**config.mk**
```make
export PLATFORM = sky130hd
export DESIGN_NAME = vgpr_wr_port_arbiter_flat
export DESIGN_NICKNAME = d
export VERILOG_FILES = /design/src/rtl/vgpr_wr_pkg.sv /design/src/rtl/vgpr_wr_port_arbiter_if.sv /design/src/rtl/wr_arb_rr_pick.sv /design/src/rtl/vgpr_wr_port_arbiter.sv /design/src/flat_wrapper.sv
export SDC_FILE = /design/constraint.sdc
export NUM_CORES = 1
export LEC_CHECK = 0
export BUFFER_PORTS_ARGS = -buffer_cell sky130_fd_sc_hd__buf_2
export CORE_UTILIZATION = 40
export CTS_BUF_LIST = sky130_fd_sc_hd__clkbuf_8
export DETAILED_ROUTE_END_ITERATION = 7
export PLACE_DENSITY = 0.66
export SYNTH_ARGS = -nofsm -noshare
export SYNTH_HDL_FRONTEND = slang
export SYNTH_SLANG_ARGS = --single-unit
```
**constraint.sdc**
```tcl
create_clock -name clk -period 5.85 [get_ports clk]
set_input_delay 0.585 -clock clk [delete_from_list [all_inputs] [get_ports clk]]
set_output_delay 0.585 -clock clk [all_outputs]
set_load 0.05 [all_outputs]
```
**src/rtl/vgpr_wr_pkg.sv**
```systemverilog
// Shared constants for the VGPR write-port arbiter and write mux.
// Also holds the source-to-port index map and a one-hot-to-index helper.
package vgpr_wr_pkg;

    localparam int VGPR_NUM_WR_PORTS = 8;
    localparam int VGPR_WR_SEL_W     = 16;
    localparam int VGPR_STARVE_W     = 4;
    localparam int VGPR_STARVE_LIMIT = 12;
    localparam int VGPR_PTR_W        = 3;

    // Write-source slot on the arbiter; the mux instantiation uses the same map.
    localparam int WR_SRC_SIMD0  = 0;
    localparam int WR_SRC_SIMD1  = 1;
    localparam int WR_SRC_SIMD2  = 2;
    localparam int WR_SRC_SIMD3  = 3;
    localparam int WR_SRC_SIMF0  = 4;
    localparam int WR_SRC_SIMF1  = 5;
    localparam int WR_SRC_LSU_LO = 6;
    localparam int WR_SRC_LSU_HI = 7;

    function automatic logic [VGPR_PTR_W-1:0] onehot_to_idx(input logic [VGPR_NUM_WR_PORTS-1:0] oh);
        logic [VGPR_PTR_W-1:0] idx;
        idx = '0;
        for (int i = 0; i < VGPR_NUM_WR_PORTS; i++) begin
            if (oh[i]) idx = idx | VGPR_PTR_W'(i);
        end
        return idx;
    endfunction

endpackage

```
**src/rtl/vgpr_wr_port_arbiter_if.sv**
```systemverilog
// Request/grant/select bundle between the write sources and the write-port arbiter.
interface vgpr_wr_port_arbiter_if;
    import vgpr_wr_pkg::*;

    logic [VGPR_NUM_WR_PORTS-1:0] port_wr_req;
    logic                         bank_stall;
    logic [VGPR_NUM_WR_PORTS-1:0] port_wr_grant;
    logic [VGPR_WR_SEL_W-1:0]     wr_port_select;
    logic                         wr_select_valid;
    logic                         urgent_active;

    modport master (
        output port_wr_req,
        output bank_stall,
        input  port_wr_grant,
        input  wr_port_select,
        input  wr_select_valid,
        input  urgent_active
    );

    modport slave (
        input  port_wr_req,
        input  bank_stall,
        output port_wr_grant,
        output wr_port_select,
        output wr_select_valid,
        output urgent_active
    );

endinterface

```
**src/rtl/wr_arb_rr_pick.sv**
```systemverilog
// Rotating-priority encoder: first set request at or after ptr, wrapping 7->0.
module wr_arb_rr_pick
    import vgpr_wr_pkg::*;
(
    input  logic [VGPR_NUM_WR_PORTS-1:0] req,
    input  logic [VGPR_PTR_W-1:0]        ptr,
    output logic [VGPR_NUM_WR_PORTS-1:0] gnt,
    output logic                         any
);

    logic [VGPR_PTR_W-1:0] idx;

    always_comb begin
        gnt = '0;
        any = 1'b0;
        idx = '0;
        for (int k = 0; k < VGPR_NUM_WR_PORTS; k++) begin
            idx = ptr + VGPR_PTR_W'(k);
            if (!any && req[idx]) begin
                gnt[idx] = 1'b1;
                any      = 1'b1;
            end
        end
    end

endmodule

```
**src/rtl/vgpr_wr_port_arbiter.sv**
```systemverilog
// Round-robin VGPR write-port arbiter with starvation escalation and bank-stall backpressure.
// Produces a registered one-hot grant and the matching registered mux select.
module vgpr_wr_port_arbiter
    import vgpr_wr_pkg::*;
#(
    parameter int NUM_PORTS    = VGPR_NUM_WR_PORTS,
    parameter int SEL_W        = VGPR_WR_SEL_W,
    parameter int STARVE_W     = VGPR_STARVE_W,
    parameter int STARVE_LIMIT = VGPR_STARVE_LIMIT
) (
    input  logic                   clk,
    input  logic                   rst_n,
    vgpr_wr_port_arbiter_if.slave  wr
);

    localparam logic [STARVE_W-1:0] LIMIT_V = STARVE_W'(STARVE_LIMIT);
    localparam logic [STARVE_W-1:0] CNT_MAX = '1;

    logic [NUM_PORTS-1:0]  grant_q;
    logic [SEL_W-1:0]      sel_q;
    logic                  valid_q;
    logic                  urgent_q;
    logic [VGPR_PTR_W-1:0] rr_ptr;
    logic [STARVE_W-1:0]   starve_cnt [NUM_PORTS];

    logic [NUM_PORTS-1:0]  eff_req;
    logic [NUM_PORTS-1:0]  urgent_req;
    logic [NUM_PORTS-1:0]  urg_gnt;
    logic [NUM_PORTS-1:0]  norm_gnt;
    logic                  urg_any;
    logic                  norm_any;
    logic [NUM_PORTS-1:0]  next_grant;
    logic                  next_urgent;

    // A port being granted this cycle is masked so it cannot win again in the same cycle.
    always_comb begin
        eff_req = wr.port_wr_req & ~grant_q;
        for (int i = 0; i < NUM_PORTS; i++) begin
            urgent_req[i] = eff_req[i] && (starve_cnt[i] >= LIMIT_V);
        end
    end

    wr_arb_rr_pick u_pick_urgent (
        .req (urgent_req),
        .ptr (rr_ptr),
        .gnt (urg_gnt),
        .any (urg_any)
    );

    wr_arb_rr_pick u_pick_normal (
        .req (eff_req),
        .ptr (rr_ptr),
        .gnt (norm_gnt),
        .any (norm_any)
    );

    always_comb begin
        next_grant  = '0;
        next_urgent = 1'b0;
        if (!wr.bank_stall && norm_any) begin
            if (urg_any) begin
                next_grant  = urg_gnt;
                next_urgent = 1'b1;
            end else begin
                next_grant  = norm_gnt;
            end
        end
    end

    always_ff @(posedge clk or negedge rst_n) begin
        if (!rst_n) begin
            grant_q  <= '0;
            sel_q    <= '0;
            valid_q  <= 1'b0;
            urgent_q <= 1'b0;
            rr_ptr   <= '0;
            for (int i = 0; i < NUM_PORTS; i++) begin
                starve_cnt[i] <= '0;
            end
        end else begin
            grant_q  <= next_grant;
            sel_q    <= SEL_W'(next_grant);
            valid_q  <= |next_grant;
            urgent_q <= next_urgent;
            if (|next_grant) begin
                rr_ptr <= onehot_to_idx(next_grant) + VGPR_PTR_W'(1);
            end
            // Waiting ports keep aging through a bank stall so they escalate afterwards.
            for (int i = 0; i < NUM_PORTS; i++) begin
                if (next_grant[i] || !wr.port_wr_req[i]) begin
                    starve_cnt[i] <= '0;
                end else if (eff_req[i] && (starve_cnt[i] != CNT_MAX)) begin
                    starve_cnt[i] <= starve_cnt[i] + STARVE_W'(1);
                end
            end
        end
    end

    assign wr.port_wr_grant   = grant_q;
    assign wr.wr_port_select  = sel_q;
    assign wr.wr_select_valid = valid_q;
    assign wr.urgent_active   = urgent_q;

endmodule

```
**src/flat_wrapper.sv**
```systemverilog
// flat-port wrapper written by rule: the top's interface ports become plain ports
module vgpr_wr_port_arbiter_flat import vgpr_wr_pkg::*;
#(
    parameter int NUM_PORTS    = VGPR_NUM_WR_PORTS,
    parameter int SEL_W        = VGPR_WR_SEL_W,
    parameter int STARVE_W     = VGPR_STARVE_W,
    parameter int STARVE_LIMIT = VGPR_STARVE_LIMIT
)
  (clk, rst_n, wr_port_wr_req, wr_bank_stall, wr_port_wr_grant, wr_wr_port_select, wr_wr_select_valid, wr_urgent_active);
  vgpr_wr_port_arbiter_if wr_i ();
  input  logic clk;
  input  logic rst_n;
  input wire logic [$bits(wr_i.port_wr_req)-1:0] wr_port_wr_req;
  input wire logic [$bits(wr_i.bank_stall)-1:0] wr_bank_stall;
  output wire logic [$bits(wr_i.port_wr_grant)-1:0] wr_port_wr_grant;
  output wire logic [$bits(wr_i.wr_port_select)-1:0] wr_wr_port_select;
  output wire logic [$bits(wr_i.wr_select_valid)-1:0] wr_wr_select_valid;
  output wire logic [$bits(wr_i.urgent_active)-1:0] wr_urgent_active;
  assign wr_i.port_wr_req = wr_port_wr_req;
  assign wr_i.bank_stall = wr_bank_stall;
  assign wr_port_wr_grant = wr_i.port_wr_grant;
  assign wr_wr_port_select = wr_i.wr_port_select;
  assign wr_wr_select_valid = wr_i.wr_select_valid;
  assign wr_urgent_active = wr_i.urgent_active;
  vgpr_wr_port_arbiter #(.NUM_PORTS(NUM_PORTS), .SEL_W(SEL_W), .STARVE_W(STARVE_W), .STARVE_LIMIT(STARVE_LIMIT)) u_core (.clk(clk), .rst_n(rst_n), .wr(wr_i));
endmodule
```
# Yosys cells after proc, flatten, opt, wreduce, memory -nomap -nowiden
# Cells that the tools add are included.
# totals
ff_bits	45
inputBits	11
out_inout_bits	26
# op_classes
addsub	16
n_lt_le_gt_ge	24
n_eq_ne	8
muxes	108
n_bitwise	16
reduce_logical	79
# ops
operator	count
$mux 8	18
$or 8x8->8	14
$mux 4	16
$bmux 1 s3	16
$mux 1	43
$logic_and 1x1->1	39
$add 4x1->4 const B	8
$ge 4x4->1 const B	8
$lt 3x4->1 const B	8
$ne 4x4->1 const B	8
$demux 1 s3	8
$ge 3x1->1 const B	8
$logic_not 1->1	23
$reduce_bool 2->1	8
$mux 3	5
$add 3x3->3 const B	4
$and 8x8->8	1
$logic_or 1x1->1	8
$not 8->8	1
$reduce_or 8->1	1
$add 3x1->3 const B	2
$add 3x2->3 const B	2
$mux 2	2

# Depth between registers and ports, before layout
# Gate-level depths: netlist of run 1.
# depth
depth_word	38
depth_mapped	18
ltp_nobuf	15

# Hierarchy
# From an unflattened synthesis of run 1, not the netlist that was laid out.
# hier_totals
cells_unflattened	489
hier_area_um2	4434.3
# modules_own_cells
mod	instances	cells_per_inst	area_per_inst_um2	seq_area_each_um2
vgpr_wr_port_arbiter	1	231	2362.3	1126.1
wr_arb_rr_pick (u_core.u_pick_urgent)	1	133	1061.0	0.0
wr_arb_rr_pick (u_core.u_pick_normal)	1	125	1011.0	0.0

# Worst setup path after synthesis of run 1
# Ideal clock, no wire load.
# synth_path
path_type	register to register
startpoint	register u_core.rr_ptr[1]
endpoint	register u_core.rr_ptr[1]
arrival_ns	4.265
required_time_ns	5.725
setup_slack_ns	1.460
path_stages_with_launch	17
path_cell_list	dfrtp_1 buf_2 buf_2 inv_1 ha_1 nand2b_1 clkbuf_1 o22ai_1 nor2_1 a221oi_2 nor3_2 nand3_1 o311a_1 nand2b_1 or3_1 ha_1 mux2_4
# synth_between
word_cells_on_any_way	166
# synth_lines
element	line_no	rtl
start: declaration	vgpr_wr_port_arbiter.sv:23	logic [VGPR_PTR_W-1:0] rr_ptr;
start signal: assignment	vgpr_wr_port_arbiter.sv:86	rr_ptr <= onehot_to_idx(next_grant) + VGPR_PTR_W'(1);
branches (longest 25 deep; another with $lt 3x4->1)	n/a	
$mux 8 *	vgpr_wr_port_arbiter.sv:60	if (!wr.bank_stall && norm_any) begin
via u_core.next_grant[6]	vgpr_wr_port_arbiter.sv:32	logic [NUM_PORTS-1:0] next_grant;
$mux 3 (2 in a row)	vgpr_wr_pkg.sv:25	if (oh[i]) idx = idx | VGPR_PTR_W'(i);
$mux 3	vgpr_wr_port_arbiter.sv:85	if (|next_grant) begin
$add 3x1->3	vgpr_wr_port_arbiter.sv:86	
# Mark *: on every way through the listed nets, which the timed path passes. The select of a mux whose other input is x is not followed.
# A chain may end at the register's enable or synchronous reset.

# Worst setup path in the final report of run 1
# layout_path
startpoint	register u_core.rr_ptr[0]
endpoint	register u_core.rr_ptr[1]
# The elaborated chain is that of the path after synthesis.

==> flow_summary.json, run 1 <==
{
  "outcome": "completed",
  "dieArea_sq_um": 11800,
  "synth_cells": 526,
  "firstDrtPassIters": 6,
  "fin_nets": 560,
  "drt-met1-wl_um": 5620,
  "maxSlewViolCount": 0,
  "htree_levels": 2,
  "die_w_um": 108,
  "dpl.hpwl_um": 11000,
  "synth_async_sr_flop_share": 1.00,
  "critical_path_class": "flop to flop",
  "cts_hold_buf": 0,
  "detail-route-antenna-nets": 0,
  "reg2reg_to": "u_core.rr_ptr[1]$_DFFE_PN0P_",
  "dr_wl_met2_um": 6200,
  "fin_crit_sh": 0.828,
  "clockRootBuffer": "clkbuf_8",
  "viasPerCell": 6.65,
  "cp_top_family": "simple AND/OR/NAND/NOR gates",
  "wl_per_cell_um": 21.0,
  "portBuffers": 28,
  "fin_crit_ns": 4.84,
  "path_clk_slew_ns": 0.09,
  "dp_cells": 667,
  "start_util": 0.415,
  "dp_worst_setup_slack_ns": 1.13,
  "regArea_sq_um": 1130,
  "slowest_delay_ns": 0.53,
  "cp_cell_sequence": "inv_2 > ha_1 > nand2b_1 > o22ai_1 > nor2_1 > a221oi_1 > nor2_1 > nand3_1 > o311a_1 > nand2b_1 > or3_1 > ha_1 > mux2_4",
  "finClkSkew_ns": 0.00913,
  "crit_buf_inv": 1,
  "clockBufferDepth": 2,
  "layout_common_cells": "nor2_1 (67), nand2_1 (57), dfrtp_1 (45), buf_2 (28), mux2i_1 (20)",
  "muxShareOfSynthArea": 0.139,
  "cp_max_fo": 14,
  "ff2ff_path_depth": 13,
  "wl_met3_um": 1410,
  "reg2reg_from": "u_core.rr_ptr[0]$_DFFE_PN0P_",
  "synth_edf_count": 0,
  "final_layout_size_suffix_gt1_frac": 0.161,
  "hold_path.class": "input pin to asynchronous set/reset pin",
  "num-fill-cells": 1116,
  "post_cts_buffers": 0,
  "synth_compound_area_frac": 0.207,
  "synthFlopType": "dfrtp_1",
  "synthToLayoutAreaGrowth_pct": 5.63,
  "timing.fmax_ghz": 0.207,
  "worst_slew_pin_slew_ns": 1.00,
  "place_congestion": 1.03,
  "yosys.area_share.simple": 0.244,
  "synth-seq-cells": 45,
  "maxCapViolations": 0,
  "rows": 38,
  "crit_slowest_cell": "o311a_1",
  "hold_slack_ns": 0.426,
  "ys_warn_count": 0,
  "antenna_cells": 0,
  "critPathCaptureType": "flop",
  "pin_count": 37,
  "grt_pass1_wl_um": 22500,
  "max-slew-margin-rel": 0.331,
  "finalHoldViolCount": 0,
  "drt_iter0_drc": 408,
  "cts_resized": 0,
  "required_ns": 6.05,
  "setup_tns_ns": 0,
  "mostFrequentLayoutCell": "nor2_1",
  "track_usage": 0.250,
  "clk_latency_ns": 0.31,
  "setup_viol": 0,
  "ys_types": 70,
  "grt_pass1_vias": 4218,
  "yosysSeqAreaShare": 0.248,
  "cp_data_arrival_time_ns": 5.04,
  "drt-total-wl_um": 14200,
  "synth_area_sq_um": 4540,
  "fin_ws_ns": 1.01,
  "num_vias": 4487,
  "cts_tree": "yes",
  "cts_sinks": 45,
  "grt-ovfl-total": 0,
  "highest_layer": "met4",
  "worst_setup_path_start_kind": "flop",
  "drc_errors": 0,
  "multiInputGateArea_sq_um": 3150,
  "antenna_found_initial": 0,
  "core_region_area_sq_um": 10900,
  "fin_cells": 675,
  "path_depth": 13,
  "synth_top_family_by_area": "simple AND/OR/NAND/NOR gates",
  "cts_made_buffers": 5,
  "grt_max_degree": 46,
  "die_y_um": 108,
  "rsz0062_at_grt": "false",
  "synthXorXnorAreaFrac": 0.0560,
  "avgSynthCellArea_sq_um": 8.62,
  "reg2reg_slack_ns": 1.01,
  "synth-adder-area-share": 0.0414
}
==> cell usage after synthesis (11+ instances only) <==
master    instances  area [sq um]
nand4_1          12          75.1
xor2_1           19           166
nand2b_1         18           113
nand2_1          57           214
buf_4            17           128
nor2_1           67           251
o21ai_0          12          60.1
mux4_2           11           248
dfrtp_1          45          1130
ha_1             15           188
o22ai_1          14          87.6
mux2i_1          20           200
a31oi_1          11          68.8
==> final cells by class <==
class,instances,area share
well taps,140,0.0366
clock inverters,2,0.00783
inverters,11,0.00862
repair buffers,33,0.0371
clock buffers,6,0.0172
multi-input cells,438,0.658
flip-flops and latches,45,0.235
==> worst register-to-register path, stage by stage (launching register included) <==
cell	delay, ns
dfrtp_1	0.39
inv_2	0.24
ha_1	0.46
nand2b_1	0.41
o22ai_1	0.14
nor2_1	0.43
a221oi_1	0.22
nor2_1	0.34
nand3_1	0.42
o311a_1	0.54
nand2b_1	0.20
or3_1	0.39
ha_1	0.30
mux2_4	0.26
==> stage by stage <==
step	instance area (sq um)	util
after floorplan	4560	-
after global placement	4670	0.427
after detailed placement	4670	0.427
after CTS	4790	0.438
after global routing	4790	0.438
final	4790	0.438
==> flip-flops by register name, indices dropped and copies added, names as in the netlist <==
register / cells
u_core.wr.wr_select_valid: 1
u_core.wr.urgent_active: 1
u_core.rr_ptr: 3
u_core.starve_cnt: 32
u_core.wr.wr_port_select: 8
==> metal layers <==
layer	vias up	GRT usage
li1	1993	-
met3	76	0.0536
met5	-	0
met4	0	0.146
met1	2098	0.319
met2	320	0.387
==> cells by family (layout without fill, tap and decap cells) <==
logic type | Yosys count | count (layout)
other | 1 | 8
xor gates and xnor gates | 29 | 29
adders and majority gates | 15 | 15
muxes | 46 | 46
buffers and inverters | 50 | 52
AOI/OAI and AO/OA | 123 | 123
DFF | 45 | 45
and+or+nand+nor | 217 | 217
==> worst max-delay path by stage <==
stage	to	start
5_1_grt	u_core.rr_ptr[2]$_DFFE_PN0P_	u_core.rr_ptr[0]$_DFFE_PN0P_
6_report	u_core.rr_ptr[1]$_DFFE_PN0P_	u_core.rr_ptr[0]$_DFFE_PN0P_
3_3_place_gp	u_core.rr_ptr[1]$_DFFE_PN0P_	wr_port_wr_req[7]
3_5_place_dp	u_core.rr_ptr[1]$_DFFE_PN0P_	wr_port_wr_req[7]
4_1_cts	u_core.rr_ptr[1]$_DFFE_PN0P_	u_core.rr_ptr[0]$_DFFE_PN0P_
2_1_floorplan	u_core.rr_ptr[1]$_DFFE_PN0P_	u_core.rr_ptr[1]$_DFFE_PN0P_
Power of run 1 is not shown: default switching activity piles up to over one toggle a cycle in this logic, so the estimate is an artifact.
==> run 2, diff against run 1 <==
==> constraint.sdc (replaced) <==
create_clock -name clk -period 5 [get_ports clk]
set_input_delay 0.5 -clock clk [delete_from_list [all_inputs] [get_ports clk]]
set_output_delay 0.5 -clock clk [all_outputs]
set_load 0.05 [all_outputs]
==> flow_summary.json, run 2 (synthesis gave the netlist of run 1 again) <==
{
  "outcome": "completed",
  "rsz0062_at_grt": "false",
  "finClkSkew_ns": 0.00651,
  "cts_made_buffers": 5,
  "cp_max_fo": 13,
  "crit_slowest_cell": "or4_4",
  "critical_path_class": "flop to flop",
  "top_register": "u_core.starve_cnt",
  "clockRootBuffer": "clkbuf_8",
  "final_layout_size_suffix_gt1_frac": 0.178,
  "cts_sinks": 45,
  "core_region_area_sq_um": 10900,
  "htree_levels": 2,
  "dieArea_sq_um": 11800,
  "grt_pass1_vias": 4265,
  "fin_crit_sh": 0.934,
  "mostFrequentLayoutCell": "nor2_1",
  "drc_errors": 0,
  "num_vias": 4534,
  "post_cts_buffers": 0,
  "max-slew-margin-rel": 0.328,
  "start_util": 0.415,
  "die_y_um": 108,
  "cp_top_family": "simple AND/OR/NAND/NOR gates",
  "dpl.hpwl_um": 11600,
  "viasPerCell": 6.61,
  "detail-route-antenna-nets": 0,
  "slowest_delay_ns": 0.59,
  "grt-ovfl-total": 0,
  "path_clk_slew_ns": 0.09,
  "layout_common_cells": "nor2_1 (67), nand2_1 (57), dfrtp_1 (45), buf_2 (28), mux2i_1 (20)",
  "met3_usage": 0.0374,
  "fin_crit_ns": 4.67,
  "critPathCaptureType": "flop",
  "largest_register_ffs": 32,
  "drt-total-wl_um": 15100,
  "rows": 38,
  "synthToLayoutAreaGrowth_pct": 6.92,
  "required_ns": 5.20,
  "fin_util": 0.443,
  "clk_latency_ns": 0.31,
  "cp_cell_sequence": "inv_2 > ha_1 > nand2b_1 > o22ai_1 > nor2_1 > a221oi_1 > nor2_1 > nand3_1 > o311ai_2 > nand4_2 > or4_4 > mux2_4",
  "cts_resized": 0,
  "timing.fmax_ghz": 0.214,
  "crit_top_cell": "nor2_1",
  "antenna_found_initial": 0,
  "worst_setup_path_start_kind": "flop",
  "num-fill-cells": 1081,
  "use_met1": 0.339,
  "pin_count": 37,
  "grt_max_degree": 46,
  "maxSlewViolCount": 0,
  "crit_buf_inv": 1,
  "firstDrtPassIters": 7,
  "grt_pass1_wl_um": 23700,
  "cp_data_arrival_time_ns": 4.87,
  "setup_tns_ns": 0,
  "multiInputGateArea_sq_um": 3150,
  "fin_nets": 571,
  "portBuffers": 28,
  "finalHoldViolCount": 0,
  "wl_per_cell_um": 22.0,
  "track_usage": 0.267,
  "clockBufferDepth": 2,
  "die_w_um": 108,
  "cts_tree": "yes",
  "drt_iter0_drc": 451,
  "use_met2": 0.439,
  "cts_hold_buf": 0,
  "top_usage_layer": "met2",
  "setup_viol": 0,
  "hold_path.class": "input pin to asynchronous set/reset pin",
  "place_congestion": 1.02,
  "worst_slew_pin_slew_ns": 1.01,
  "antenna_cells": 0,
  "regArea_sq_um": 1130,
  "maxCapViolations": 0
}
-- run 2: area by class of cell --
type,instances,share of cell area
flip-flops and latches,45,0.232
inverters,11,0.00851
multi-input cells,438,0.650
clock buffers,6,0.0170
clock inverters,2,0.00284
repair buffers,44,0.0537
well taps,140,0.0361
-- run 2: worst paths after layout --
check / endpoint / cells past startpoint / slack [ns] / from
max in group asynchronous: u_core.starve_cnt[1]$_DFFE_PN0P_ / 1 / 4.02 / rst_n
setup / recovery: u_core.rr_ptr[1]$_DFFE_PN0P_ / 12 / 0.33 / u_core.rr_ptr[0]$_DFFE_PN0P_
hold / removal: u_core.starve_cnt[6]$_DFFE_PN0P_ / 1 / 0.36 / rst_n
min in group clk: u_core.starve_cnt[2]$_DFFE_PN0P_ / 3 / 0.51 / wr_port_wr_req[7]
setup reg to reg: u_core.rr_ptr[1]$_DFFE_PN0P_ / 12 / 0.33 / u_core.rr_ptr[0]$_DFFE_PN0P_
hold reg to reg: u_core.starve_cnt[25]$_DFFE_PN0P_ / 2 / 0.57 / u_core.starve_cnt[25]$_DFFE_PN0P_
-- run 2: worst reg2reg max path, cell delays in order, from the launching register on --
cell and delay, ns:
dfrtp_1 0.58, inv_2 0.07, ha_1 0.35, nand2b_1 0.34, o22ai_1 0.14, nor2_1 0.40, a221oi_1 0.21, nor2_1 0.36
nand3_1 0.42, o311ai_2 0.57, nand4_2 0.21, or4_4 0.59, mux2_4 0.31
-- run 2: per-layer routing --
metal	vias to the layer above	wire length, um
met3	66	1470
met1	2138	5730
met5	-	0
met2	325	7080
met4	0	841
li1	2005	-
-- run 2: stage by stage --
stage          cells  area (sq um)  worst slack [ns]  hold WS [ns]
2_1_floorplan    533          4560             0.610         0.204
3_3_place_gp     678          4750             0.503         0.532
3_5_place_dp     678          4750             0.511         0.553
4_1_cts          686          4850             0.471         0.401
5_1_grt          686          4850            0.0292         0.465
6_report         686          4850             0.329         0.361
Power of run 2 is left out for the same reason.
